<file path="config.mk">
export PLATFORM = sky130hd
export DESIGN_NAME = instruction_fetch
export DESIGN_NICKNAME = d
export VERILOG_FILES = /design/src/rtl/instruction_fetch_pkg.sv /design/src/rtl/instruction_fetch_fifo.sv /design/src/rtl/instruction_fetch.sv
export SDC_FILE = /design/constraint.sdc
export NUM_CORES = 1
export LEC_CHECK = 0
export CAP_MARGIN = 20
export CORE_UTILIZATION = 53
export CTS_CLUSTER_SIZE = 28
export DETAILED_ROUTE_END_ITERATION = 8
export HOLD_SLACK_MARGIN = 0.05
export PLACE_DENSITY = 0.8
export SLEW_MARGIN = 20
export SYNTH_ARGS = -nofsm -noshare
export SYNTH_HDL_FRONTEND = slang
export SYNTH_HIERARCHICAL = 1
export SYNTH_SLANG_ARGS = --single-unit
</file>
<file path="constraint.sdc">
create_clock -name clk_i -period 7.5 [get_ports clk_i]
set_input_delay 0.75 -clock clk_i [delete_from_list [all_inputs] [get_ports clk_i]]
set_output_delay 0.75 -clock clk_i [all_outputs]
set_load 0.02 [all_outputs]
</file>
<file path="src/rtl/instruction_fetch_pkg.sv">
`default_nettype none
// +----------------------------------------------------------------------------+
// | instruction_fetch_pkg : shared types and constants for the fetch stage     |
// | Rev 1.0                                                                    |
// +----------------------------------------------------------------------------+
package instruction_fetch_pkg;

  localparam int unsigned XLEN             = 32;
  localparam logic [XLEN-1:0] INSTR_NOP        = 32'h0000_0013;
  localparam logic [XLEN-1:0] RESET_PC_DEFAULT = 32'h0000_0000;

  typedef struct packed {
    logic [XLEN-1:0] pc;
    logic [XLEN-1:0] instr;
  } fetch_entry_t;

  function automatic logic [XLEN-1:0] align_word(input logic [XLEN-1:0] a);
    return {a[XLEN-1:2], 2'b00};
  endfunction

endpackage
`default_nettype wire

</file>
<file path="src/rtl/instruction_fetch_fifo.sv">
`default_nettype none
// +----------------------------------------------------------------------------+
// | sync_fifo : synchronous FIFO with flush, full/empty flags and occupancy    |
// | Rev 1.0                                                                    |
// +----------------------------------------------------------------------------+
module sync_fifo #(
  parameter int unsigned WIDTH = 32,
  parameter int unsigned DEPTH = 2,
  localparam int unsigned AW = (DEPTH > 1) ? $clog2(DEPTH) : 1,
  localparam int unsigned CW = $clog2(DEPTH + 1)
) (
  input  logic             clk,
  input  logic             rst,
  input  logic             i_push,
  input  logic [WIDTH-1:0] i_wdata,
  input  logic             i_pop,
  input  logic             i_flush,
  output logic [WIDTH-1:0] o_rdata,
  output logic             o_full,
  output logic             o_empty,
  output logic [CW-1:0]    o_count
);

  logic [WIDTH-1:0] r_mem [DEPTH];
  logic [AW-1:0]    r_rd_ptr;
  logic [AW-1:0]    r_wr_ptr;
  logic [CW-1:0]    r_count;
  logic             w_push;
  logic             w_pop;

  function automatic logic [AW-1:0] next_ptr(input logic [AW-1:0] p);
    return (p == AW'(DEPTH - 1)) ? '0 : p + AW'(1);
  endfunction

  assign o_empty = (r_count == '0);
  assign o_full  = (r_count == CW'(DEPTH));
  assign o_count = r_count;
  assign o_rdata = r_mem[r_rd_ptr];
  assign w_pop   = i_pop && !o_empty;
  // A full FIFO still accepts a push when the head leaves in the same cycle.
  assign w_push  = i_push && (!o_full || w_pop);

  always_ff @(posedge clk) begin
    if (rst || i_flush) begin
      r_rd_ptr <= '0;
      r_wr_ptr <= '0;
      r_count  <= '0;
    end else begin
      if (w_push) r_wr_ptr <= next_ptr(r_wr_ptr);
      if (w_pop)  r_rd_ptr <= next_ptr(r_rd_ptr);
      case ({w_push, w_pop})
        2'b10:   r_count <= r_count + CW'(1);
        2'b01:   r_count <= r_count - CW'(1);
        default: r_count <= r_count;
      endcase
    end
  end

  always_ff @(posedge clk) begin
    if (w_push && !i_flush) r_mem[r_wr_ptr] <= i_wdata;
  end

  a_no_overflow: assert property (@(posedge clk) disable iff (rst)
    (i_push && !i_flush) |-> (!o_full || i_pop));

endmodule
`default_nettype wire

</file>
<file path="src/rtl/instruction_fetch.sv">
`default_nettype none
// +----------------------------------------------------------------------------+
// | instruction_fetch : PC owner, imem request issue and decoder-side buffer   |
// | Rev 1.0                                                                    |
// +----------------------------------------------------------------------------+
module instruction_fetch
  import instruction_fetch_pkg::*;
#(
  parameter logic [31:0] RESET_PC = RESET_PC_DEFAULT,
  parameter int unsigned DEPTH    = 2
) (
  input  logic        clk_i,
  input  logic        rst_i,
  output logic        imem_req_o,
  output logic [31:0] imem_addr_o,
  input  logic        imem_gnt_i,
  input  logic        imem_rvalid_i,
  input  logic [31:0] imem_rdata_i,
  input  logic        redirect_i,
  input  logic [31:0] redirect_pc_i,
  output logic        instr_valid_o,
  input  logic        instr_ready_i,
  output logic [31:0] instruction_o,
  output logic [31:0] pc_o
);

  localparam int unsigned CW = $clog2(DEPTH + 1);
  localparam logic [CW:0] c_credit_max = (CW + 1)'(DEPTH);

  logic [31:0]   r_fetch_pc;
  logic [CW-1:0] r_outstanding;
  logic [CW-1:0] r_discard;

  logic [CW:0]   w_credit;
  logic [CW-1:0] w_out_count;
  logic [CW-1:0] w_pend_count;
  logic [31:0]   w_pend_pc;
  logic          w_pend_full, w_pend_empty, w_out_full, w_out_empty;
  logic          w_handshake, w_req, w_grant, w_rvalid, w_keep;
  fetch_entry_t  w_push_entry, w_head;

  assign w_handshake = instr_valid_o && instr_ready_i;
  assign w_credit    = {1'b0, r_outstanding} + {1'b0, w_out_count};
  // Popping the head frees the slot the next response lands in, so a full
  // credit window may still issue while the decoder is draining.
  assign w_req       = !rst_i && !redirect_i &&
                       ((w_credit < c_credit_max) ||
                        ((w_credit == c_credit_max) && w_handshake));
  assign w_grant     = w_req && imem_gnt_i;
  assign w_rvalid    = imem_rvalid_i && !rst_i;
  assign w_keep      = w_rvalid && (r_discard == '0) && !redirect_i;

  assign imem_req_o  = w_req;
  assign imem_addr_o = r_fetch_pc;

  sync_fifo #(.WIDTH(32), .DEPTH(DEPTH)) u_pending_pc (
    .clk     (clk_i),
    .rst     (rst_i),
    .i_push  (w_grant),
    .i_wdata (r_fetch_pc),
    .i_pop   (w_keep),
    .i_flush (redirect_i),
    .o_rdata (w_pend_pc),
    .o_full  (w_pend_full),
    .o_empty (w_pend_empty),
    .o_count (w_pend_count)
  );

  assign w_push_entry = '{pc: w_pend_pc, instr: imem_rdata_i};

  sync_fifo #(.WIDTH($bits(fetch_entry_t)), .DEPTH(DEPTH)) u_out_fifo (
    .clk     (clk_i),
    .rst     (rst_i),
    .i_push  (w_keep),
    .i_wdata (w_push_entry),
    .i_pop   (w_handshake),
    .i_flush (redirect_i),
    .o_rdata (w_head),
    .o_full  (w_out_full),
    .o_empty (w_out_empty),
    .o_count (w_out_count)
  );

  assign instr_valid_o = !w_out_empty;
  assign instruction_o = instr_valid_o ? w_head.instr : INSTR_NOP;
  assign pc_o          = instr_valid_o ? w_head.pc    : 32'h0000_0000;

  always_ff @(posedge clk_i) begin
    if (rst_i) begin
      r_fetch_pc    <= RESET_PC;
      r_outstanding <= '0;
      r_discard     <= '0;
    end else begin
      case ({w_grant, w_rvalid})
        2'b10:   r_outstanding <= r_outstanding + CW'(1);
        2'b01:   r_outstanding <= r_outstanding - CW'(1);
        default: r_outstanding <= r_outstanding;
      endcase
      if (redirect_i) begin
        r_fetch_pc <= align_word(redirect_pc_i);
        // Every response still owed at flush time belongs to the old path.
        r_discard  <= w_rvalid ? r_outstanding - CW'(1) : r_outstanding;
      end else begin
        if (w_grant) r_fetch_pc <= r_fetch_pc + 32'd4;
        if (w_rvalid && (r_discard != '0)) r_discard <= r_discard - CW'(1);
      end
    end
  end

  a_rvalid_owed: assert property (@(posedge clk_i) disable iff (rst_i)
    imem_rvalid_i |-> (r_outstanding != '0));
  a_addr_aligned: assert property (@(posedge clk_i) disable iff (rst_i)
    imem_addr_o[1:0] == 2'b00);
  a_pending_tracks: assert property (@(posedge clk_i) disable iff (rst_i)
    w_pend_count == (r_outstanding - r_discard));
  a_pending_room: assert property (@(posedge clk_i) disable iff (rst_i)
    !(w_grant && w_pend_full));
  a_keep_has_pc: assert property (@(posedge clk_i) disable iff (rst_i)
    w_keep |-> !w_pend_empty);
  a_out_room: assert property (@(posedge clk_i) disable iff (rst_i)
    w_keep |-> (!w_out_full || w_handshake));

endmodule
`default_nettype wire

</file>
Word-level counts from Yosys, hierarchy flattened
Memory sizes are Yosys's and may differ from the RTL's. A register that Yosys moved wholly into a read port is not among the register bits.
Index checks and enable logic that the tools add are counted.
Widths: inputs -> output; s select.
{"block": "op_classes", "n_addsub": 13, "n_lt_le_gt_ge": 1, "eq_ne": 9, "muxes": 22, "reduce_logical": 35}
{"op": "$mux 32", "n": 4}
{"op": "$add 32x3->32 const B", "n": 1}
{"op": "$logic_and 1x1->1", "n": 15}
{"op": "$mux 1", "n": 12}
{"op": "$pmux 2 s2", "n": 3}
{"op": "$reduce_bool 2->1", "n": 6}
{"op": "$eq 2x2->1 const B", "n": 5}
{"op": "$sub 2x1->2 const B", "n": 4}
{"op": "$add 2x1->2 const B", "n": 3}
{"op": "$eq 2x1->1 const B", "n": 3}
{"op": "$logic_not 1->1", "n": 6}
{"op": "$logic_not 2->1", "n": 3}
{"op": "$mux 2", "n": 3}
{"op": "$add 1x1->1 const B", "n": 4}
{"op": "$logic_or 1x1->1", "n": 4}
{"op": "$add 2x2->3", "n": 1}
{"op": "$eq 3x2->1 const B", "n": 1}
{"op": "$lt 3x2->1 const B", "n": 1}
{"op": "$reduce_or 2->1", "n": 1}
{"block": "word_totals", "ff_bits": 44, "mem_bits_rw": 192, "inputBits": 70, "output_inout_bits": 98, "elab_cells": 92, "mem_count": 2}
{"memory": "u_out_fifo.r_mem", "depth": 2, "width": 64, "rd": 1, "rd_ports_with_merged_regs": 1, "write_ports": 1, "line": "instruction_fetch_fifo.sv:24", "rtl": "logic [WIDTH-1:0] r_mem [DEPTH];"}
{"memory": "u_pending_pc.r_mem", "depth": 2, "width": 32, "rd": 1, "rd_ports_with_merged_regs": 1, "write_ports": 1, "line": "instruction_fetch_fifo.sv:24"}

Longest topological paths before layout
Gate-level depths: netlist of the first run.
{"block": "depth", "word_depth": 11, "ltp_mapped": 9}

By module
The synthesis of the first run kept the hierarchy.
{"module": "sync_fifo at u_out_fifo", "instances": 1, "cells_per_inst": 228, "area_per_inst_um2": 4875.9, "seq_area_each_um2": 3943.8}
{"module": "sync_fifo at u_pending_pc", "instances": 1, "cells_per_inst": 129, "area_per_inst_um2": 2570.0, "seq_area_each_um2": 2021.9}
{"module": "instruction_fetch", "instances": 1, "cells_per_inst": 337, "area_per_inst_um2": 2509.9, "seq_area_each_um2": 680.7}

Worst setup path after synthesis of the first run
OpenSTA, ideal clock, no wires.
{"block": "synth_path", "kind": "input-to-reg", "from": "input port redirect_i", "to": "memory u_out_fifo/r_mem[1][0] (netlist bit), enable pin", "t_arrival_ns": 6.315, "required_ns": 6.921, "setup_slack_ns": 0.606, "stages": 5, "path_cell_list": "inv_1 clkbuf_1 and3_1 o31ai_2 nor3b_1"}
{"block": "synth_via", "elab_chain_len": 6}
{"element": "start, declared", "line": "instruction_fetch.sv:19", "rtl": "input logic redirect_i,"}
{"element": "$logic_not 1->1", "line": "instruction_fetch.sv:51", "rtl": "assign w_keep = w_rvalid && (r_discard == '0) && !redirect_i;"}
{"element": "$logic_and 1x1->1", "line": "instruction_fetch.sv:51"}
{"element": "named net w_keep", "line": "instruction_fetch.sv:39", "rtl": "logic w_handshake, w_req, w_grant, w_rvalid, w_keep;"}
{"element": "$logic_and 1x1->1", "line": "instruction_fetch_fifo.sv:41", "rtl": "assign w_push = i_push && (!o_full || w_pop);"}
{"element": "$logic_and 1x1->1", "line": "instruction_fetch_fifo.sv:60", "rtl": "if (w_push && !i_flush) r_mem[r_wr_ptr] <= i_wdata;"}
{"element": "$mux 1", "line": "instruction_fetch_fifo.sv:60"}
{"element": "$mux 1 (not written as such)", "line": "instruction_fetch_fifo.sv:60"}
{"element": "end, declared", "line": "instruction_fetch_fifo.sv:24"}
The timed path passes the listed nets, and every way through them passes these cells.

Worst setup path in the final report of the first run
{"block": "layout_path", "from": "register u_out_fifo.r_count[0] (netlist: u_out_fifo/o_count[0])", "to": "memory u_pending_pc.r_mem[2][0] (netlist: u_pending_pc/r_mem[1][0]), enable pin"}
{"block": "layout_via", "elab_chain_len": 11, "elab_cells_between_ends": 14, "classes_between": "1 x add/sub; 1 x order compare; 1 x eq/ne; 2 x mux; 9 x reduce/logical"}
{"element": "start, declared", "line": "instruction_fetch_fifo.sv:27", "rtl": "logic [CW-1:0] r_count;"}
{"element": "start signal, assigned", "line": "instruction_fetch_fifo.sv:52", "rtl": "2'b10: r_count <= r_count + CW'(1);"}
{"element": "start signal, assigned", "line": "instruction_fetch_fifo.sv:53", "rtl": "2'b01: r_count <= r_count - CW'(1);"}
{"element": "start signal, assigned", "line": "instruction_fetch_fifo.sv:54", "rtl": "default: r_count <= r_count;"}
{"element": "branches (longest 4 deep; another with $add 2x2->3)"}
{"element": "$logic_or 1x1->1 *", "line": "instruction_fetch.sv:47", "rtl": "((w_credit < c_credit_max) ||"}
{"element": "$logic_and 1x1->1 *", "line": "instruction_fetch.sv:46", "rtl": "assign w_req = !rst_i && !redirect_i &&"}
{"element": "$logic_and 1x1->1 *", "line": "instruction_fetch.sv:49", "rtl": "assign w_grant = w_req && imem_gnt_i;"}
{"element": "$logic_and 1x1->1 *", "line": "instruction_fetch_fifo.sv:41"}
{"element": "$logic_and 1x1->1 *", "line": "instruction_fetch_fifo.sv:60"}
{"element": "$mux 1 *", "line": "instruction_fetch_fifo.sv:60"}
{"element": "$mux 1 (not written as such) *", "line": "instruction_fetch_fifo.sv:60"}
{"element": "end, declared", "line": "instruction_fetch_fifo.sv:24"}
Mark *: on every way between the ends.

==> results by group, run 1 <==
Final layout
  • Nets@finish: 937
  • Layout cells sized above 1: 0.195
  • Post-Layout Cell Count: about 1100
  • Ant diodes: 0
  • Final core occ: 0.698
  • Layout area overhead: 27.3%

Floorplan
  • Initial Util: 0.548
  • CORE AREA: 0.0181 mm^2
  • FP Rows: 49
  • Die ar.: 0.0193 mm^2
  • Num ports: 168
  • Die width: about 140 um
  • Die H: 139 um

GRT
  • GRT Util Overall: 0.213
  • Initial antenna violation count: 0
  • Vias in the first global route: 6229
  • Global-route wire length before repair: roughly 32000 um
  • GRT Residual Overflow: 0
  • Largest net degree at the start of global routing: 67

STA
  • Final Hold Viols: 0
  • Worst Skew: roughly 17 ps
  • Final count of negative-setup-slack endpoints: 0
  • RSZ-0062 raised after global routing: false
  • F_max: between 0.2 and 0.3 GHz
  • Final Cycle Share: 0.508
  • Post-layout min period: 3810 ps
  • Max-slew violations: 0
  • Setup TNS: 0 ps
  • Slew @ Worst Pin: between 1000 and 1500 ps
  • Slew headroom: 0.318

Clocking
  • # hold bufs at CTS: 0
  • CTS tree: built
  • H-tree levels: 1
  • CTS Sinks: ~240
  • Max clock buf depth: 3
  • Post-CTS Setup Repair Bufs: 0
  • Clk_lat worst skew: roughly 500 ps
  • Worst-path clk slew: 60 ps
  • Total CTS buffers: 24
  • Clk root buf: clkbuf_16
  • PostCTS Resize Cnt: 0

Route
  • DR WL/cell: 18.7 um
  • Drt initial violations: 514
  • Wirelength, routed: 20700 um
  • Drc violations: 14
  • Via/cell ratio: 5.68
  • Pre-antenna DRT Iters: 9
  • Vias: 6294
  • DRT antenna net count: 0

Outcome
  • Status: finished, violations left
  • Failing checks: DRC

Logic synthesis
  • Syn. warnings: 6
  • Synthesized area: 0.00994 mm^2
  • Cells after Synth: around 700
  • Mean area per synthesized cell: 14.4 um^2

Critical path
  • Worst EP required: roughly 7700 ps
  • Worst Path Max Fanout: 24
  • Crit path DAT: 3990 ps
  • Startpoint Class: register
  • Crit path capture type: register
  • WS Path Type: register to register

Placement
  • Placed Cells: 1065
  • GP Congestion: 0.862
  • Detailed Place HPWL: 13000 um
  • Buffers on Ports: 163

Min path
  • HP Class: register to register

Power
  • VDD IR-drop max: 0.152 mV
  • P per Cell Area: 226 mW/mm^2
  • P_leak: 4.16 nW

Job
  • Max cap viols: 0
[metal layers]
metal	routed length (um)	track usage	share of wire	up-vias
li1	-	-	-	2940
met1	8500	0.274	0.41	3062
met2	10300	0.370	0.50	267
met3	1590	0.0380	0.077	25
met4	339	0.0596	0.016	0
met5	0	0	0	-
[worst paths after layout]
kind | startpoint | to | slack, ps | cells past startpoint
max | u_out_fifo/o_count[0] | u_pending_pc/r_mem[1][0] | 3690 | 8
min | u_out_fifo/r_wr_ptr | u_out_fifo/r_wr_ptr | 520 | 2
max reg2reg | u_out_fifo/o_count[0] | u_pending_pc/r_mem[1][0] | 3690 | 8
min reg2reg | u_out_fifo/r_wr_ptr | u_out_fifo/r_wr_ptr | 520 | 2
[power by group]
group          internal, W  switching [W]  total, W
Clock             0.000765       0.000472   0.00124
Combinational    0.0000845      0.0000821  0.000167
Sequential         0.00144      0.0000276   0.00146
Total              0.00229       0.000581   0.00287
[through the flow]
stage / power [W] / cell area, um^2 / hold slack [ps] / setup WS (ps)
CTS: 0.00289 / 12700 / 512 / 3670
global route: 0.00296 / 12700 / 539 / 3480
detailed placement: 0.00166 / 11800 / 494 / 3170
global placement: 0.00165 / 11800 / 474 / 3270
floorplan: 0.00156 / 9960 / 456 / 606
finish: 0.00287 / 12700 / 516 / 3690
[placed cells by master (no fill, tap or decap), drive strengths merged, types with 8 or more instances in the layout]
cell	instances
a211oi	8
nor2b	68
nand3	11
buf	11
nand2	38
clkdlybuf4s50	162
a21oi	17
edfxtp	192
nor3	15
inv	11
dfxtp	44
o21ai	9
mux2	97
clkbuf	38
nor2	26
or3	10
nand4	16
a31oi	11
[state kept, by name, indices dropped and copies added (netlist names), named ones only]
register,cells
u_pending_pc/r_rd_ptr,1
u_out_fifo/r_wr_ptr,1
u_pending_pc/r_mem,64
r_discard,2
r_outstanding,2
u_pending_pc/o_count,2
u_pending_pc/r_wr_ptr,1
u_out_fifo/r_mem,128
u_out_fifo/o_count,2
imem_addr_o,30
u_out_fifo/r_rd_ptr,1
[cell type report]
class / instances / area [um^2]
clock buffers: 38 / 798
clock inverters: 6 / 57.6
fillers: 1196 / 5490
inverters: 12 / 50.0
multi-input cells: 415 / 3120
flip-flops and latches: 236 / 6650
well taps: 229 / 287
repair buffers: 173 / 1700
[critical path, stage by stage, from the launching register on]
cell and delay (ps):
dfxtp_1 410, ha_1 240, fa_1 390, or4b_4 520, a21o_4 300, clkinv_4 190
o31ai_2 150, nor3b_2 830, buf_4 430
(Power assumes the default switching activity.)
==> inputs of run 2 (changes only) <==
--- a/config.mk
+++ b/config.mk
@@ -6,11 +6,11 @@
 export NUM_CORES = 1
 export LEC_CHECK = 0
 export CAP_MARGIN = 20
-export CORE_UTILIZATION = 53
+export CORE_UTILIZATION = 48
 export CTS_CLUSTER_SIZE = 28
 export DETAILED_ROUTE_END_ITERATION = 8
 export HOLD_SLACK_MARGIN = 0.05
-export PLACE_DENSITY = 0.8
+export PLACE_DENSITY = 0.76
 export SLEW_MARGIN = 20
 export SYNTH_ARGS = -nofsm -noshare
 export SYNTH_HDL_FRONTEND = slang
==> constraint.sdc (replaced) <==
create_clock -name clk_i -period 3.12 [get_ports clk_i]
set_input_delay 0.312 -clock clk_i [delete_from_list [all_inputs] [get_ports clk_i]]
set_output_delay 0.312 -clock clk_i [all_outputs]
set_load 0.02 [all_outputs]
==> results by group, run 2 (synthesized netlist as in run 1, its figures left out) <==
Critical path
  • R2R depth: 8
  • Crit path DAT: slightly above 3000 ps
  • R2r setup slk: 230 ps
  • WS Path Type: register to register
  • Worst EP required: 3310 ps
  • R2r startpoint: u_out_fifo/o_count[0]
  • Crit path capture type: register
  • Reg2reg end: u_pending_pc/r_mem[1][6]
  • Worst Path Max Fanout: 32
  • Startpoint Class: register

Placement
  • GP Congestion: 0.833
  • Cell Area, Placed: 0.0120 mm^2
  • Pre-CTS setup slack: 241 ps
  • Detailed Place HPWL: 12600 um
  • Placed Cells: 1114
  • Buffers on Ports: 163

Clocking
  • Post-CTS Setup Repair Bufs: 0
  • CTS tree: built
  • Clk root buf: clkbuf_16
  • Max clock buf depth: 3
  • H-tree levels: 1
  • Clk_lat worst skew: 510 ps
  • CTS Sinks: 236
  • PostCTS Resize Cnt: 0
  • Worst-path clk slew: 60 ps
  • # hold bufs at CTS: 0
  • Total CTS buffers: 24

Floorplan
  • Num ports: 168
  • Die H: around 150 um
  • Initial Util: 0.490
  • CORE AREA: 0.0203 mm^2
  • FP Rows: 52
  • Die width: ~150 um
  • Die ar.: 0.0213 mm^2

Final layout
  • Number of fill cells: between 1500 and 2000
  • Finished Cell Area: 0.0129 mm^2
  • Post-Layout Cell Count: 1158
  • Biggest register: u_out_fifo/r_mem
  • Nets@finish: 945
  • Largest register FFs: 128
  • Commonest non-fill, non-tap cells in the layout: 192 x edfxtp_1, 161 x clkdlybuf4s50_1, 95 x mux2_2
  • Layout area overhead: 29.3%
  • Layout cells sized above 1: 0.206
  • Ant diodes: 0
  • Commonest non-fill, non-tap cell in the layout: edfxtp_1

Min path
  • Min-Delay Startpoint: redirect_i
  • Worst Hold End: imem_addr_o[5]
  • Hold path depth: 4
  • HP Class: primary input to register

STA
  • RSZ-0062 raised after global routing: false
  • Post-layout min period: 2890 ps
  • Max-slew violations: 0
  • Final count of negative-setup-slack endpoints: 0
  • Final Cycle Share: 0.926
  • Worst Skew: between 15 and 20 ps
  • Final Hold Viols: 0
  • Slew @ Worst Pin: 779 ps
  • Slew headroom: 0.481
  • F_max: about 0.35 GHz
  • Final worst slack: 230 ps

Job
  • Max cap viols: 0

Route
  • Vias: 6241
  • DR WL/cell: 17.5 um
  • Drt initial violations: 358
  • Met1 Wirelength: 9000 um
  • Via/cell ratio: between 5 and 6
  • Max Used Layer: met4
  • Wirelength, routed: between 20000 and 25000 um
  • DRT antenna net count: 0
  • Met2 wire length: 9480 um
  • Drc violations: 0
  • Met3 wire len: 1320 um
  • Pre-antenna DRT Iters: 6

Power
  • Clock Power Share: 0.424
  • Switching Share: 0.202
  • Sequential share of power: 0.516
  • Cell Int Power: 0.00544 W
  • Switching power: 0.00138 W
  • VDD IR-drop max: about 0.36 mV
  • Total Power: just under 0.007 W
  • P per Cell Area: around 530 mW/mm^2
  • Combinational share of power: 0.060
  • P_leak: 4.22 nW

GRT
  • Vias in the first global route: 6063
  • GRT Residual Overflow: 0
  • Initial antenna violation count: 0
  • GRT Util Overall: 0.190
  • Largest net degree at the start of global routing: 67
  • Global-route wire length before repair: 32100 um

Outcome
  • Status: finished clean
run 2: per-layer routing:
metal | GRT usage | vias to the layer above
met5 | 0 | -
met4 | 0.0616 | 0
met3 | 0.0348 | 34
met2 | 0.305 | 233
met1 | 0.263 | 3026
li1 | - | 2948
run 2: cell type report:
type | count | area, um^2 | share of cell area
Multi-Input combinational cell | 415 | 3180 | 0.247
Clock buffer | 39 | 738 | 0.0574
Sequential cell | 236 | 6650 | 0.518
Clock inverter | 5 | 75.1 | 0.00584
Tap cell | 270 | 338 | 0.0263
Timing Repair Buffer | 181 | 1830 | 0.142
Inverter | 12 | 50.0 | 0.00389
run 2: how the worst max path moves through the flow:
stage / start / end / slack (ps) / cells after the start
2_1_floorplan: u_out_fifo/o_count[0] / u_pending_pc/r_mem[1][0] / -110 / 8
3_3_place_gp: u_out_fifo/o_count[0] / u_pending_pc/r_mem[1][6] / 270 / 8
3_5_place_dp: u_out_fifo/o_count[0] / u_pending_pc/r_mem[1][6] / 240 / 8
4_1_cts: u_out_fifo/o_count[0] / imem_req_o / 20 / 4
5_1_grt: u_out_fifo/o_count[0] / u_pending_pc/r_mem[1][3] / 110 / 8
6_report: u_out_fifo/o_count[0] / u_pending_pc/r_mem[1][6] / 230 / 8
run 2: critical path: stages (launching register included):
cell      delay, ps
dfxtp_4         380
ha_4            160
fa_2            330
or4b_4          550
a21o_4          300
clkinv_4        190
o31ai_4         140
nor3b_4         240
buf_12          250
run 2: power by group through the flow:
stage | clock [W] | combinational (W) | sequential [W]
after floorplan | 0 | 0.000176 | 0.00359
after global placement | 0 | 0.000401 | 0.00358
after detailed placement | 0 | 0.000408 | 0.00358
after CTS | 0.00295 | 0.000411 | 0.00352
after global routing | 0.00307 | 0.000442 | 0.00353
final | 0.00289 | 0.000409 | 0.00352
run 2: metrics by stage:
step | utilization | setup TNS (ps) | hold WS, ps
3_5_place_dp | 0.593 | 0 | 518
3_3_place_gp | 0.593 | 0 | 500
4_1_cts | 0.633 | 0 | 284
6_report | 0.633 | 0 | 307
2_1_floorplan | - | -3520 | 372
5_1_grt | 0.633 | 0 | 332
==> inputs of run 3 (changes only) <==
--- a/config.mk
+++ b/config.mk
@@ -6,11 +6,12 @@
 export NUM_CORES = 1
 export LEC_CHECK = 0
 export CAP_MARGIN = 20
-export CORE_UTILIZATION = 48
+export CORE_UTILIZATION = 57
 export CTS_CLUSTER_SIZE = 28
 export DETAILED_ROUTE_END_ITERATION = 8
+export DONT_BUFFER_PORTS = 1
 export HOLD_SLACK_MARGIN = 0.05
-export PLACE_DENSITY = 0.76
+export PLACE_DENSITY = 0.75
 export SLEW_MARGIN = 20
 export SYNTH_ARGS = -nofsm -noshare
 export SYNTH_HDL_FRONTEND = slang
==> results by group, run 3 (synthesized netlist as in run 1, its figures left out) <==
Critical path
  • Worst EP required: 3300 ps
  • Worst Path Max Fanout: 24
  • Crit path capture type: register
  • Crit path DAT: about 3100 ps
  • WS Path Type: register to register
  • Startpoint Class: register
  • R2r setup slk: between 150 and 200 ps

Final layout
  • Ant diodes: 0
  • Layout cells sized above 1: 0.231
  • Area occupied by multi-input gates: 0.00318 mm^2
  • Layout area overhead: 18.8%
  • Largest register FFs: 128
  • Commonest non-fill, non-tap cell in the layout: edfxtp_1
  • Finished Cell Area: approximately 0.012 mm^2
  • Commonest non-fill, non-tap cells in the layout: 192 x edfxtp_1, 95 x mux2_2, 65 x nor2b_1
  • Number of fill cells: 1132
  • Reg area: roughly 0.0067 mm^2
  • Biggest register: u_out_fifo/r_mem
  • Nets@finish: around 850

Min path
  • HP Class: primary input to register

STA
  • Final Hold Viols: 0
  • Final Cycle Share: 0.948
  • Final count of negative-setup-slack endpoints: 0
  • Final worst slack: 163 ps
  • Min Hold Slack: 77.9 ps
  • Worst Skew: 7.70 ps
  • RSZ-0062 raised after global routing: false
  • F_max: 0.338 GHz
  • Slew headroom: 0.363
  • Post-layout min period: 2960 ps
  • Max-slew violations: 0
  • Slew @ Worst Pin: 955 ps

Floorplan
  • CORE AREA: 0.0168 mm^2
  • Num ports: 168
  • Die H: 134 um
  • Initial Util: 0.591
  • Die width: 134 um
  • FP Rows: 47
  • Die ar.: ~0.018 mm^2

Power
  • Total Power: between 0.006 and 0.007 W
  • VDD IR-drop max: 0.446 mV
  • P_leak: 3.89 nW
  • P per Cell Area: 568 mW/mm^2

GRT
  • Grt met2 use: 0.400
  • Vias in the first global route: between 6000 and 7000
  • GRT Residual Overflow: 0
  • Global-route wire length before repair: 32000 um
  • Largest net degree at the start of global routing: between 60 and 70
  • GRT Util Overall: 0.229
  • GRT busiest layer: met2
  • Initial antenna violation count: 0
  • GR Util met3: 0.0514
  • M1 GR Usage: 0.278

Clocking
  • CTS Sinks: ~240
  • CTS tree: built
  • Total CTS buffers: 24
  • H-tree levels: 1
  • Worst-path clk slew: roughly 60 ps
  • Clk root buf: clkbuf_16
  • Max clock buf depth: 3
  • Post-CTS Setup Repair Bufs: 0
  • Clk_lat worst skew: 510 ps

Route
  • Pre-antenna DRT Iters: 6
  • Drt initial violations: 452
  • Via/cell ratio: around 5.9
  • Vias: 5935
  • DRT antenna net count: 0
  • Wirelength, routed: between 20000 and 25000 um
  • Drc violations: 0
  • DR WL/cell: 20.2 um

Outcome
  • Status: finished clean

Placement
  • Detailed Place HPWL: between 10000 and 15000 um
  • Pre-CTS setup slack: 194 ps
  • GP Congestion: 0.849
  • Buffers on Ports: 0
  • Cell Area, Placed: 0.0104 mm^2

Job
  • Max cap viols: 0
run 3: per-layer routing:
metal  routed length [um]  up-vias  share of wire
met5                    0        -              0
met4                  468        0          0.023
met3                 1590       41          0.078
met2                10300      245           0.50
met1                 8080     2891           0.40
li1                     -     2758              -
run 3: area by class of cell:
cell class	instances	area share
Clock buffer	35	0.0578
Clock inverter	9	0.00974
Inverter	12	0.00424
Multi-Input combinational cell	415	0.269
Sequential cell	236	0.563
Tap cell	220	0.0233
Timing Repair Buffer	84	0.0727
run 3: repair_timing:
item                                   4_1_cts  5_1_grt
hold buffers                                63        0
resized for setup                            0        0
endpoints found under the hold margin      108        0
run 3: stage by stage:
stage | setup TNS (ps) | std cells | util
6_report | 0 | 1011 | 0.702
5_1_grt | 0 | 1011 | 0.702
4_1_cts | 0 | 1011 | 0.702
3_5_place_dp | 0 | 904 | 0.616
3_3_place_gp | 0 | 904 | 0.616
2_1_floorplan | -3520 | 696 | -
run 3: final timing paths:
check / startpoint / endpoint / cells after the start
max reg2reg: u_out_fifo/o_count[0] / u_pending_pc/r_mem[1][30] / 8
min: redirect_pc_i[27] / imem_addr_o[27] / 3
min reg2reg: u_pending_pc/r_wr_ptr / u_pending_pc/r_wr_ptr / 2
max: u_out_fifo/o_count[0] / u_pending_pc/r_mem[1][30] / 8
run 3: power breakdown:
part,switching [W],internal (W),total [W]
combinational,0.000166,0.000142,0.000308
sequential,0.0000925,0.00345,0.00354
clock,0.00110,0.00176,0.00286
total,0.00135,0.00535,0.00671
run 3: critical path, stage by stage (launching register included):
cell,delay [ps]
dfxtp_4,390
ha_4,160
fa_2,330
or4b_4,540
a21o_4,310
clkinv_4,210
o31ai_4,140
nor3b_4,220
buf_4,310
